`config.mk`:
```
export PLATFORM = sky130hd
export DESIGN_NAME = strip_placer_flat
export DESIGN_NICKNAME = d
export VERILOG_FILES = /design/src/rtl/placement_pkg.sv /design/src/rtl/strip_placer_if.sv /design/src/rtl/strip_min3.sv /design/src/rtl/strip_placer.sv /design/src/flat_wrapper.sv
export SDC_FILE = /design/constraint.sdc
export NUM_CORES = 1
export LEC_CHECK = 0
export ABC_AREA = 1
export CORE_MARGIN = 2
export CORE_UTILIZATION = 35
export CTS_CLUSTER_DIAMETER = 150
export DETAILED_ROUTE_END_ITERATION = 7
export GPL_ROUTABILITY_DRIVEN = 0
export PLACE_DENSITY = 0.63
export SYNTH_ARGS = -nofsm -noshare
export SYNTH_HDL_FRONTEND = slang
export SYNTH_SLANG_ARGS = --single-unit
```
`constraint.sdc`:
```
create_clock -name clk -period 8.9 [get_ports clk]
set_input_delay 1.78 -clock clk [delete_from_list [all_inputs] [get_ports clk]]
set_output_delay 1.78 -clock clk [all_outputs]
set_load 0.1 [all_outputs]
```
`src/rtl/placement_pkg.sv`:
```
// Shared constants and FSM encoding for the strip placement controller.
package placement_pkg;

  localparam int ADDR_W      = 4;
  localparam int DATA_W      = 8;
  localparam int NUM_STRIPS  = 13;
  localparam int NUM_GROUPS  = 5;
  localparam int CAP_DEFAULT = 128;

  typedef enum logic [2:0] {
    ST_IDLE,
    ST_RD,
    ST_EVAL,
    ST_WR,
    ST_RESP
  } state_t;

endpackage

```
`src/rtl/strip_placer_if.sv`:
```
// Request/response handshake between a requester and the strip placer.
interface strip_placer_if;

  logic                              req_valid;
  logic                              req_ready;
  logic [placement_pkg::DATA_W-1:0]  req_size;
  logic                              resp_valid;
  logic                              resp_ready;
  logic [placement_pkg::ADDR_W-1:0]  resp_strip;
  logic                              resp_fail;

  modport master (
    output req_valid, req_size, resp_ready,
    input  req_ready, resp_valid, resp_strip, resp_fail
  );

  modport slave (
    input  req_valid, req_size, resp_ready,
    output req_ready, resp_valid, resp_strip, resp_fail
  );

endinterface

```
`src/rtl/strip_min3.sv`:
```
// Combinational best-fit over three lanes: lowest occupancy that still fits, lowest lane on ties.
module strip_min3 #(
  parameter int ADDR_WIDTH = 4,
  parameter int DATA_WIDTH = 8
) (
  input  logic [DATA_WIDTH-1:0] occ [3],
  input  logic [ADDR_WIDTH-1:0] addr [3],
  input  logic [2:0]            lane_valid,
  input  logic [DATA_WIDTH-1:0] size,
  input  logic [DATA_WIDTH:0]   cap,
  output logic                  found,
  output logic [DATA_WIDTH-1:0] best_occ,
  output logic [ADDR_WIDTH-1:0] best_addr
);

  // Lanes are in ascending address order, so strict < keeps the lowest address on a tie.
  always_comb begin
    found     = 1'b0;
    best_occ  = '1;
    best_addr = '0;
    for (int i = 0; i < 3; i++) begin
      if (lane_valid[i] &&
          (({1'b0, occ[i]} + {1'b0, size}) <= cap) &&
          (!found || (occ[i] < best_occ))) begin
        found     = 1'b1;
        best_occ  = occ[i];
        best_addr = addr[i];
      end
    end
  end

endmodule

```
`src/rtl/strip_placer.sv`:
```
// Best-fit placement controller: scans strips three at a time, then writes back the chosen strip.
module strip_placer #(
  parameter int ADDR_WIDTH = placement_pkg::ADDR_W,
  parameter int DATA_WIDTH = placement_pkg::DATA_W,
  parameter int NUM_STRIPS = placement_pkg::NUM_STRIPS,
  parameter int CAP        = placement_pkg::CAP_DEFAULT
) (
  input  logic                  clk,
  input  logic                  rst,
  strip_placer_if.slave         bus,
  output logic                  ram_write_en,
  output logic                  ram_read_en,
  output logic [ADDR_WIDTH-1:0] ram_addr_wr,
  output logic [DATA_WIDTH-1:0] ram_data_wr,
  output logic [ADDR_WIDTH-1:0] ram_addr_rd1,
  output logic [ADDR_WIDTH-1:0] ram_addr_rd2,
  output logic [ADDR_WIDTH-1:0] ram_addr_rd3,
  input  logic [DATA_WIDTH-1:0] ram_data_rd1,
  input  logic [DATA_WIDTH-1:0] ram_data_rd2,
  input  logic [DATA_WIDTH-1:0] ram_data_rd3
);

  import placement_pkg::*;

  localparam int LAST_GROUP = (NUM_STRIPS + 2) / 3 - 1;

  state_t                state;
  logic [2:0]            group;
  logic [DATA_WIDTH-1:0] size_q;
  logic [DATA_WIDTH-1:0] best_occ;
  logic [ADDR_WIDTH-1:0] best_strip;
  logic                  req_ready_q;
  logic                  resp_valid_q;
  logic                  resp_fail_q;
  logic [ADDR_WIDTH-1:0] resp_strip_q;

  logic [DATA_WIDTH-1:0] lane_occ [3];
  logic [ADDR_WIDTH-1:0] eval_addr [3];
  logic [2:0]            lane_valid;
  logic                  size_ok;
  logic                  found;
  logic [DATA_WIDTH-1:0] min_occ;
  logic [ADDR_WIDTH-1:0] min_addr;
  logic                  take;
  logic [DATA_WIDTH-1:0] next_best_occ;
  logic [ADDR_WIDTH-1:0] next_best_strip;

  // Lanes past the last strip map to the sentinel address 0, which also marks them invalid.
  function automatic logic [ADDR_WIDTH-1:0] lane_addr(input logic [2:0] g, input int lane);
    int a;
    a = 3 * int'(g) + 1 + lane;
    return (a <= NUM_STRIPS) ? ADDR_WIDTH'(a) : '0;
  endfunction

  assign lane_occ[0] = ram_data_rd1;
  assign lane_occ[1] = ram_data_rd2;
  assign lane_occ[2] = ram_data_rd3;

  assign size_ok = (size_q != '0) && (int'(size_q) <= CAP);

  always_comb begin
    lane_valid = '0;
    for (int i = 0; i < 3; i++) begin
      eval_addr[i]  = lane_addr(group, i);
      lane_valid[i] = (eval_addr[i] != '0) && size_ok;
    end
  end

  strip_min3 #(
    .ADDR_WIDTH (ADDR_WIDTH),
    .DATA_WIDTH (DATA_WIDTH)
  ) u_min3 (
    .occ        (lane_occ),
    .addr       (eval_addr),
    .lane_valid (lane_valid),
    .size       (size_q),
    .cap        ((DATA_WIDTH + 1)'(CAP)),
    .found      (found),
    .best_occ   (min_occ),
    .best_addr  (min_addr)
  );

  assign take            = found && (min_occ < best_occ);
  assign next_best_occ   = take ? min_occ  : best_occ;
  assign next_best_strip = take ? min_addr : best_strip;

  // RESP spends one cycle publishing so the write-back has landed in the RAM before
  // resp_valid rises; this also fixes the latency at 12 edges regardless of outcome.
  always_ff @(posedge clk or posedge rst) begin
    if (rst) begin
      state        <= ST_IDLE;
      group        <= '0;
      size_q       <= '0;
      best_occ     <= '1;
      best_strip   <= '0;
      req_ready_q  <= 1'b1;
      resp_valid_q <= 1'b0;
      resp_fail_q  <= 1'b0;
      resp_strip_q <= '0;
      ram_write_en <= 1'b0;
      ram_read_en  <= 1'b0;
      ram_addr_wr  <= '0;
      ram_data_wr  <= '0;
      ram_addr_rd1 <= '0;
      ram_addr_rd2 <= '0;
      ram_addr_rd3 <= '0;
    end else begin
      unique case (state)
        ST_IDLE: begin
          if (bus.req_valid && req_ready_q) begin
            size_q       <= bus.req_size;
            group        <= '0;
            best_occ     <= '1;
            best_strip   <= '0;
            req_ready_q  <= 1'b0;
            ram_read_en  <= 1'b1;
            ram_addr_rd1 <= lane_addr(3'd0, 0);
            ram_addr_rd2 <= lane_addr(3'd0, 1);
            ram_addr_rd3 <= lane_addr(3'd0, 2);
            state        <= ST_RD;
          end
        end
        ST_RD: begin
          ram_read_en  <= 1'b0;
          ram_addr_rd1 <= '0;
          ram_addr_rd2 <= '0;
          ram_addr_rd3 <= '0;
          state        <= ST_EVAL;
        end
        ST_EVAL: begin
          best_occ   <= next_best_occ;
          best_strip <= next_best_strip;
          if (group == 3'(LAST_GROUP)) begin
            if (next_best_strip != '0) begin
              ram_write_en <= 1'b1;
              ram_addr_wr  <= next_best_strip;
              ram_data_wr  <= next_best_occ + size_q;
            end
            state <= ST_WR;
          end else begin
            group        <= group + 3'd1;
            ram_read_en  <= 1'b1;
            ram_addr_rd1 <= lane_addr(group + 3'd1, 0);
            ram_addr_rd2 <= lane_addr(group + 3'd1, 1);
            ram_addr_rd3 <= lane_addr(group + 3'd1, 2);
            state        <= ST_RD;
          end
        end
        ST_WR: begin
          ram_write_en <= 1'b0;
          ram_addr_wr  <= '0;
          ram_data_wr  <= '0;
          state        <= ST_RESP;
        end
        ST_RESP: begin
          if (!resp_valid_q) begin
            resp_valid_q <= 1'b1;
            resp_strip_q <= best_strip;
            resp_fail_q  <= (best_strip == '0);
          end else if (bus.resp_ready) begin
            resp_valid_q <= 1'b0;
            resp_strip_q <= '0;
            resp_fail_q  <= 1'b0;
            req_ready_q  <= 1'b1;
            state        <= ST_IDLE;
          end
        end
        default: state <= ST_IDLE;
      endcase
    end
  end

  assign bus.req_ready  = req_ready_q;
  assign bus.resp_valid = resp_valid_q;
  assign bus.resp_strip = resp_strip_q;
  assign bus.resp_fail  = resp_fail_q;

endmodule

```
`src/flat_wrapper.sv`:
```
// flat-port wrapper written by rule: the top's interface ports become plain ports
module strip_placer_flat import placement_pkg::*;
#(
  parameter int ADDR_WIDTH = placement_pkg::ADDR_W,
  parameter int DATA_WIDTH = placement_pkg::DATA_W,
  parameter int NUM_STRIPS = placement_pkg::NUM_STRIPS,
  parameter int CAP        = placement_pkg::CAP_DEFAULT
)
  (clk, rst, ram_write_en, ram_read_en, ram_addr_wr, ram_data_wr, ram_addr_rd1, ram_addr_rd2, ram_addr_rd3, ram_data_rd1, ram_data_rd2, ram_data_rd3, bus_req_valid, bus_req_size, bus_resp_ready, bus_req_ready, bus_resp_valid, bus_resp_strip, bus_resp_fail);
  strip_placer_if bus_i ();
  input  logic clk;
  input  logic rst;
  output logic ram_write_en;
  output logic ram_read_en;
  output logic [ADDR_WIDTH-1:0] ram_addr_wr;
  output logic [DATA_WIDTH-1:0] ram_data_wr;
  output logic [ADDR_WIDTH-1:0] ram_addr_rd1;
  output logic [ADDR_WIDTH-1:0] ram_addr_rd2;
  output logic [ADDR_WIDTH-1:0] ram_addr_rd3;
  input  logic [DATA_WIDTH-1:0] ram_data_rd1;
  input  logic [DATA_WIDTH-1:0] ram_data_rd2;
  input  logic [DATA_WIDTH-1:0] ram_data_rd3;
  input wire logic [$bits(bus_i.req_valid)-1:0] bus_req_valid;
  input wire logic [$bits(bus_i.req_size)-1:0] bus_req_size;
  input wire logic [$bits(bus_i.resp_ready)-1:0] bus_resp_ready;
  output wire logic [$bits(bus_i.req_ready)-1:0] bus_req_ready;
  output wire logic [$bits(bus_i.resp_valid)-1:0] bus_resp_valid;
  output wire logic [$bits(bus_i.resp_strip)-1:0] bus_resp_strip;
  output wire logic [$bits(bus_i.resp_fail)-1:0] bus_resp_fail;
  assign bus_i.req_valid = bus_req_valid;
  assign bus_i.req_size = bus_req_size;
  assign bus_i.resp_ready = bus_resp_ready;
  assign bus_req_ready = bus_i.req_ready;
  assign bus_resp_valid = bus_i.resp_valid;
  assign bus_resp_strip = bus_i.resp_strip;
  assign bus_resp_fail = bus_i.resp_fail;
  strip_placer #(.ADDR_WIDTH(ADDR_WIDTH), .DATA_WIDTH(DATA_WIDTH), .NUM_STRIPS(NUM_STRIPS), .CAP(CAP)) u_core (.clk(clk), .rst(rst), .bus(bus_i), .ram_write_en(ram_write_en), .ram_read_en(ram_read_en), .ram_addr_wr(ram_addr_wr), .ram_data_wr(ram_data_wr), .ram_addr_rd1(ram_addr_rd1), .ram_addr_rd2(ram_addr_rd2), .ram_addr_rd3(ram_addr_rd3), .ram_data_rd1(ram_data_rd1), .ram_data_rd2(ram_data_rd2), .ram_data_rd3(ram_data_rd3));
endmodule
```
# Word level (Yosys, flattened, before mapping)
# Cells that the tools add are included.
[totals] register_bits=59 input_bits=36 wordCells=148
[classes] add_sub_neg=11 mul=2 magnitude_cmp=13 n_eq_ne=12 muxes=60 reduce_logical=34
[op_table] operator="<= comparator 32 x 5 -> 1 bit (second input constant)" n=6
[op_table] operator="adder 32 x 2 -> 32 bit (second input constant)" n=4
[op_table] operator="two-way mux 4 bit" n=21
[op_table] operator="adder 32 x 3 -> 32 bit (second input constant)" n=2
[op_table] operator="two-way mux 8 bit" n=7
[op_table] operator="one-hot mux 4 bit (3 select lines)" n=3
[op_table] operator="one-hot mux 8 bit (2 select lines)" n=2
[op_table] operator="adder 8 x 8 -> 9 bit" n=3
[op_table] operator="<= comparator 9 x 8 -> 1 bit (second input constant)" n=3
[op_table] operator="less-than comparator 8 bit" n=3
[op_table] operator="one-hot mux 4 bit (2 select lines)" n=2
[op_table] operator="nonzero test 4 bit" n=4
[op_table] operator="two-way mux 3 bit" n=5
[op_table] operator="one-hot mux 3 bit (5 select lines)" n=1
[op_table] operator="two-way mux 1 bit" n=14
[op_table] operator="AND reduction 3 bit" n=4
[op_table] operator="logical AND 1 bit" n=11
[op_table] operator="multiplier 2 x 3 -> 5 bit (first input constant)" n=2
[op_table] operator="adder 8 bit" n=1
[op_table] operator="<= comparator 8 bit (second input constant)" n=1
[op_table] operator="inequality test 2 x 1 -> 1 bit (second input constant)" n=4
[op_table] operator="nonzero test 8 bit" n=1
[op_table] operator="equality test 3 x 2 -> 1 bit (second input constant)" n=2
[op_table] operator="equality test 3 bit (second input constant)" n=2
[op_table] operator="other kinds (15)" n=24

# Depth between registers and ports, before layout
[depth] depth_word=23 mapped_depth=65

# By module
# From an unflattened synthesis, not the netlist that was laid out.
[unflattened] cells_unflattened=837 area_unflattened_um2=6054.6
[by_module_without_submodules] module="strip_placer" n_inst=1 cells_each=475 area_per_inst_um2=3712.3
[by_module_without_submodules] module="strip_min3" n_inst=1 cells_each=362 area_per_inst_um2=2342.2

# Worst setup path after synthesis
# Ideal clock, no wire load.
[synth_path] path_type="input to register" start="input port ram_data_rd1[0]" end="register u_core.ram_data_wr[7]" setup_time_ns=0.122 t_arrival_ns=8.763 setup_slack_ns=0.015 path_stages=57 path_buffers=5 path_cell_list="ha_1 -> inv_1 -> fa_1 -> nand3b_1 -> nand2_1 -> nand2_1 -> nand3b_1 -> nand2_1 -> nand3_1 -> nand2_1 -> nand3_1 -> clkbuf_1 -> nor2_1 -> ha_1 -> a21oi_1 -> nor2_1 -> a211oi_1 -> nand2_1 -> [... 21 more ...] -> nand2_4 -> inv_2 -> buf_2 -> nand2_1 -> o21ai_1 -> ha_1 -> a21oi_1 -> nand2_1 -> a21oi_1 -> o21ai_0 -> a21o_1 -> a21oi_1 -> xor2_1 -> inv_1 -> nand2_1 -> nand2_1 -> nand3_1 -> nand2_1"
[synth_between] elab_chain_cells=19
[synth_rtl] element="start, declared" line="flat_wrapper.sv:20" rtl="input logic [DATA_WIDTH-1:0] ram_data_rd1;"
[synth_rtl] element="adder 8 x 8 -> 9 bit" line="strip_min3.sv:23" rtl="(({1'b0, occ[i]} + {1'b0, size}) <= cap) &&"
[synth_rtl] element="<= comparator 9 x 8 -> 1 bit" line="strip_min3.sv:23"
[synth_rtl] element="logical AND 1 bit" line="strip_min3.sv:22" rtl="if (lane_valid[i] &&"
[synth_rtl] element="two-way mux 8 bit or two-way mux 1 bit (tied branches)" line="strip_min3.sv:22"
[synth_rtl] element="less-than comparator 8 bit or logical NOT 1 bit (tied branches)" line="strip_min3.sv:24" rtl="(!found || (occ[i] < best_occ))) begin"
[synth_rtl] element="logical OR 1 bit" line="strip_min3.sv:24"
[synth_rtl] element="logical AND 1 bit" line="strip_min3.sv:23"
[synth_rtl] element="two-way mux 8 bit or two-way mux 1 bit (tied branches)" line="strip_min3.sv:22"
[synth_rtl] element="[... 3 more ...]"
[synth_rtl] element="two-way mux 8 bit" line="strip_min3.sv:22"
[synth_rtl] element="less-than comparator 8 bit" line="strip_placer.sv:83" rtl="assign take = found && (min_occ < best_occ);"
[synth_rtl] element="logical AND 1 bit" line="strip_placer.sv:83"
[synth_rtl] element="two-way mux 8 bit" line="strip_placer.sv:84" rtl="assign next_best_occ = take ? min_occ : best_occ;"
[synth_rtl] element="adder 8 bit" line="strip_placer.sv:137" rtl="ram_data_wr <= next_best_occ + size_q;"
[synth_rtl] element="two-way mux 8 bit" line="strip_placer.sv:134" rtl="if (next_best_strip != '0) begin"
[synth_rtl] element="two-way mux 8 bit" line="strip_placer.sv:133" rtl="if (group == 3'(LAST_GROUP)) begin"
[synth_rtl] element="one-hot mux 8 bit (2 select lines)" line="strip_placer.sv:108" rtl="unique case (state)"
[synth_rtl] element="end signal, assigned" line="strip_placer.sv:137"
[synth_rtl] element="end, declared" line="strip_placer.sv:14" rtl="output logic [DATA_WIDTH-1:0] ram_data_wr,"
# Parallel ways exist; a longest one is shown, timed or not. The select of a mux whose other input is x is not followed.
# A chain may end at the register's enable or synchronous reset.

# Final worst setup path
# Same ends and word-level chain as after synthesis.

==> impl_metrics.yaml <==
routing:
  drt_first_iter_violations: 278
  via_per_inst: 4.78
  drt-total-wl_um: 14400
  post_drt_wl_per_cell_um: 13.5
  vias: 5115
  drc: 0
  final_antenna_net_count: 0
  first_pass_iters: 4
worst_setup_path:
  regToRegSetupSlack_ns: 1.34
  crit_type: "in2reg"
  max_stage_delay_ns: 0.52
  start_kind: "input port"
  cp-end-kind: "flip-flop"
  crit_path_max_fanout: 8
  cpMostUsedCell: "nand2_1"
  crit_arrival_ns: 8.67
  path_delay_family: "simple AND/OR/NAND/NOR gates"
  crit_buf_inv: 8
  critPathSlowestCell: "fa_2"
  worstPathRequired_ns: 9.12
synthesis:
  ys.flop_type: "dfrtp_1"
  yosysWarnings: 0
  postSynthAreaPerCell_um2: 7.36
  synthCells: 752
  synth_edf_count: 0
  ys_seq_area_share_pct: 26.4
  syn_nets: 861
  ys_ff_latch: 58
  async_reset_ff_share_pct: 100
  synth.distinct_cells: 51
  netlist_area_um2: 5540
global_routing:
  grt_util_all_layers_pct: 17.7
  antenna_found_initial: 0
  grt_pass1_vias: 4827
  grt_max_degree: 59
  grt_pass1_wl_um: 23700
  gr-total-overflow: 0
min_path:
  hold_path.class: "reg2reg"
finish:
  diodes: 0
  layout_common_cells: "nand2_1 (158), inv_1 (108), clkdlybuf4s50_1 (68)"
  area_delta_synth_final_pct: 27.8
  drive_gt1_share_pct: 15.7
  final_common_cell: "nand2_1"
  n_fill_cell: 1563
  nets: 964
die:
  start_util_pct: 36.2
  coreArea_um2: 15300
  die_height_um: 130
  pin_count: 69
  die_w_um: 130
  die-area_um2: 16800
  fp-row-count: 45
cts:
  cts_tree: "done"
  cts_made_buffers: 9
  clock-root-buffer: "clkbuf_16"
  htreeDepth: 3
  cts_num_sinks: 58
  path_clk_slew_ns: 0.05
  clk_path_buf_depth: 2
  clk_latency_ns: 0.33
sta:
  min_period_ns: 8.45
  rsz0062_at_grt: "true"
  finalHoldViolCount: 0
  fmax_mhz: 118
  fin_worst_skew_ns: 0.00694
  tns_ns: 0
  hold_ws_ns: 0.480
  drv_slew: 0
  post-route-period-util_pct: 94.9
  worstMarginPinSlew_ns: 0.979
  setup-violations-final: 0
  relSlewSlack_pct: 34.5
run:
  maxCapViolCount: 0
placed_design:
  portBuffers: 68
  hpwl_um: 11300
outcome:
  status: "complete, no violations"
==> synthesized netlist by cell type, types with 3 or more instances <==
cell type  number  area share [%]
nor4_1          3            0.34
nand3_2        11             2.0
o21ai_1         6            0.54
inv_1         110             7.5
xor2_1          9             1.4
ha_1           68              15
a21oi_1        41             3.7
nand2_1       160              11
nand3b_1        9             1.2
dfrtp_1        49              22
clkbuf_1        7            0.47
o22ai_1         9             1.0
nor3_1          6            0.54
dfstp_2         9             4.3
buf_4           4            0.54
inv_2           5            0.34
nor2_1         52             3.5
nand3_1        45             4.1
a2bb2oi_1       4            0.63
nand4_1        10             1.1
a211oi_1        4            0.54
o211ai_1        3            0.41
or2_2           3            0.34
fa_1            5             1.8
o21ai_0        53             4.8
nand2_2        13             1.5
xnor2_1        12             1.9
nand2_4         7             1.4
nor2_2          3            0.34
==> path summary, 6_finish.rpt <==
kind | startpoint | endpoint | cells after the start
setup / recovery | ram_data_rd1[0] | u_core.ram_data_wr[7] | 55
max in group asynchronous | rst | u_core.size_q[4] | 3
setup reg to reg | u_core.group[0] | u_core.ram_data_wr[7] | 54
hold / removal | u_core.ram_read_en | u_core.ram_read_en | 2
hold reg to reg | u_core.ram_read_en | u_core.ram_read_en | 2
min in group asynchronous | rst | u_core.bus.resp_strip[2] | 3
==> cell type report <==
cell class	instances	area, um2	share of cell area (%)
clock buffer	14	274	3.87
clock inverter	2	12.5	0.177
inverter	117	447	6.31
multi-input combinational	563	3650	51.5
sequential	58	1460	20.7
tap	211	264	3.73
timing repair buffer	105	962	13.6
timing repair inverter	1	7.51	0.106
==> flip-flops by register name (all words and copies together) (netlist names) <==
name,cells
u_core.bus.req_ready,1
u_core.best_strip,4
u_core.bus.resp_strip,4
u_core.bus.resp_fail,1
u_core.ram_addr_rd2,3
u_core.ram_write_en,1
u_core.bus.resp_valid,1
u_core.ram_addr_wr,4
u_core.best_occ,8
u_core.ram_addr_rd3,4
u_core.ram_read_en,1
u_core.size_q,8
u_core.group,3
u_core.ram_addr_rd1,4
u_core.state,3
u_core.ram_data_wr,8
==> worst register-to-register path: cells and delay by family (launching register included) <==
kind	cells	cell delay, ns
xor gates and xnor gates	1	0.19
adders and majority gates	6	1.96
AOI/OAI and AO/OA	13	1.64
buffers and inverters	7	0.75
and+or+nand+nor	27	2.23
DFF	1	0.69
==> metrics by stage <==
stage               util [%]  area [um2]  worst slack, ns  std cells
floorplan                  -        5540           0.0152        752
global placement        43.5        6660          -0.0570       1051
detailed placement      43.5        6660           -0.274       1051
CTS                     45.3        6940           0.0511       1067
global route            46.2        7080           -0.163       1071
finish                  46.2        7080            0.451       1071
==> per-layer routing <==
metal	part of all wire [%]	up-vias	routed length, um	GRT usage (%)
met1	47	2312	6780	23.5
met4	1.8	0	254	4.81
li1	-	2707	-	-
met3	3.2	22	464	3.08
met5	0	-	0	0
met2	48	74	6920	29.7
==> kinds of logic after synthesis <==
| kind of cell | count (synthesis) | synth area share (%) |
|---|---|---|
| AO/OA/AOI/OAI | 140 | 15.2 |
| XOR/XNOR | 22 | 3.62 |
| adder cells (fa/ha/maj) | 73 | 17.2 |
| buffers and inverters | 132 | 9.58 |
| flip-flops | 58 | 26.4 |
| AND/OR/NAND/NOR | 327 | 28.1 |
==> repair_timing <==
action                     4_1_cts  5_1_grt
gates resized for setup          0       41
hold buffers                     0        0
setup endpoints to repair        0        8
setup buffers                    0        2
Power is left out: the tool's default activity adds up to more than one toggle a clock period on the data nets, which glitch-free logic cannot reach.
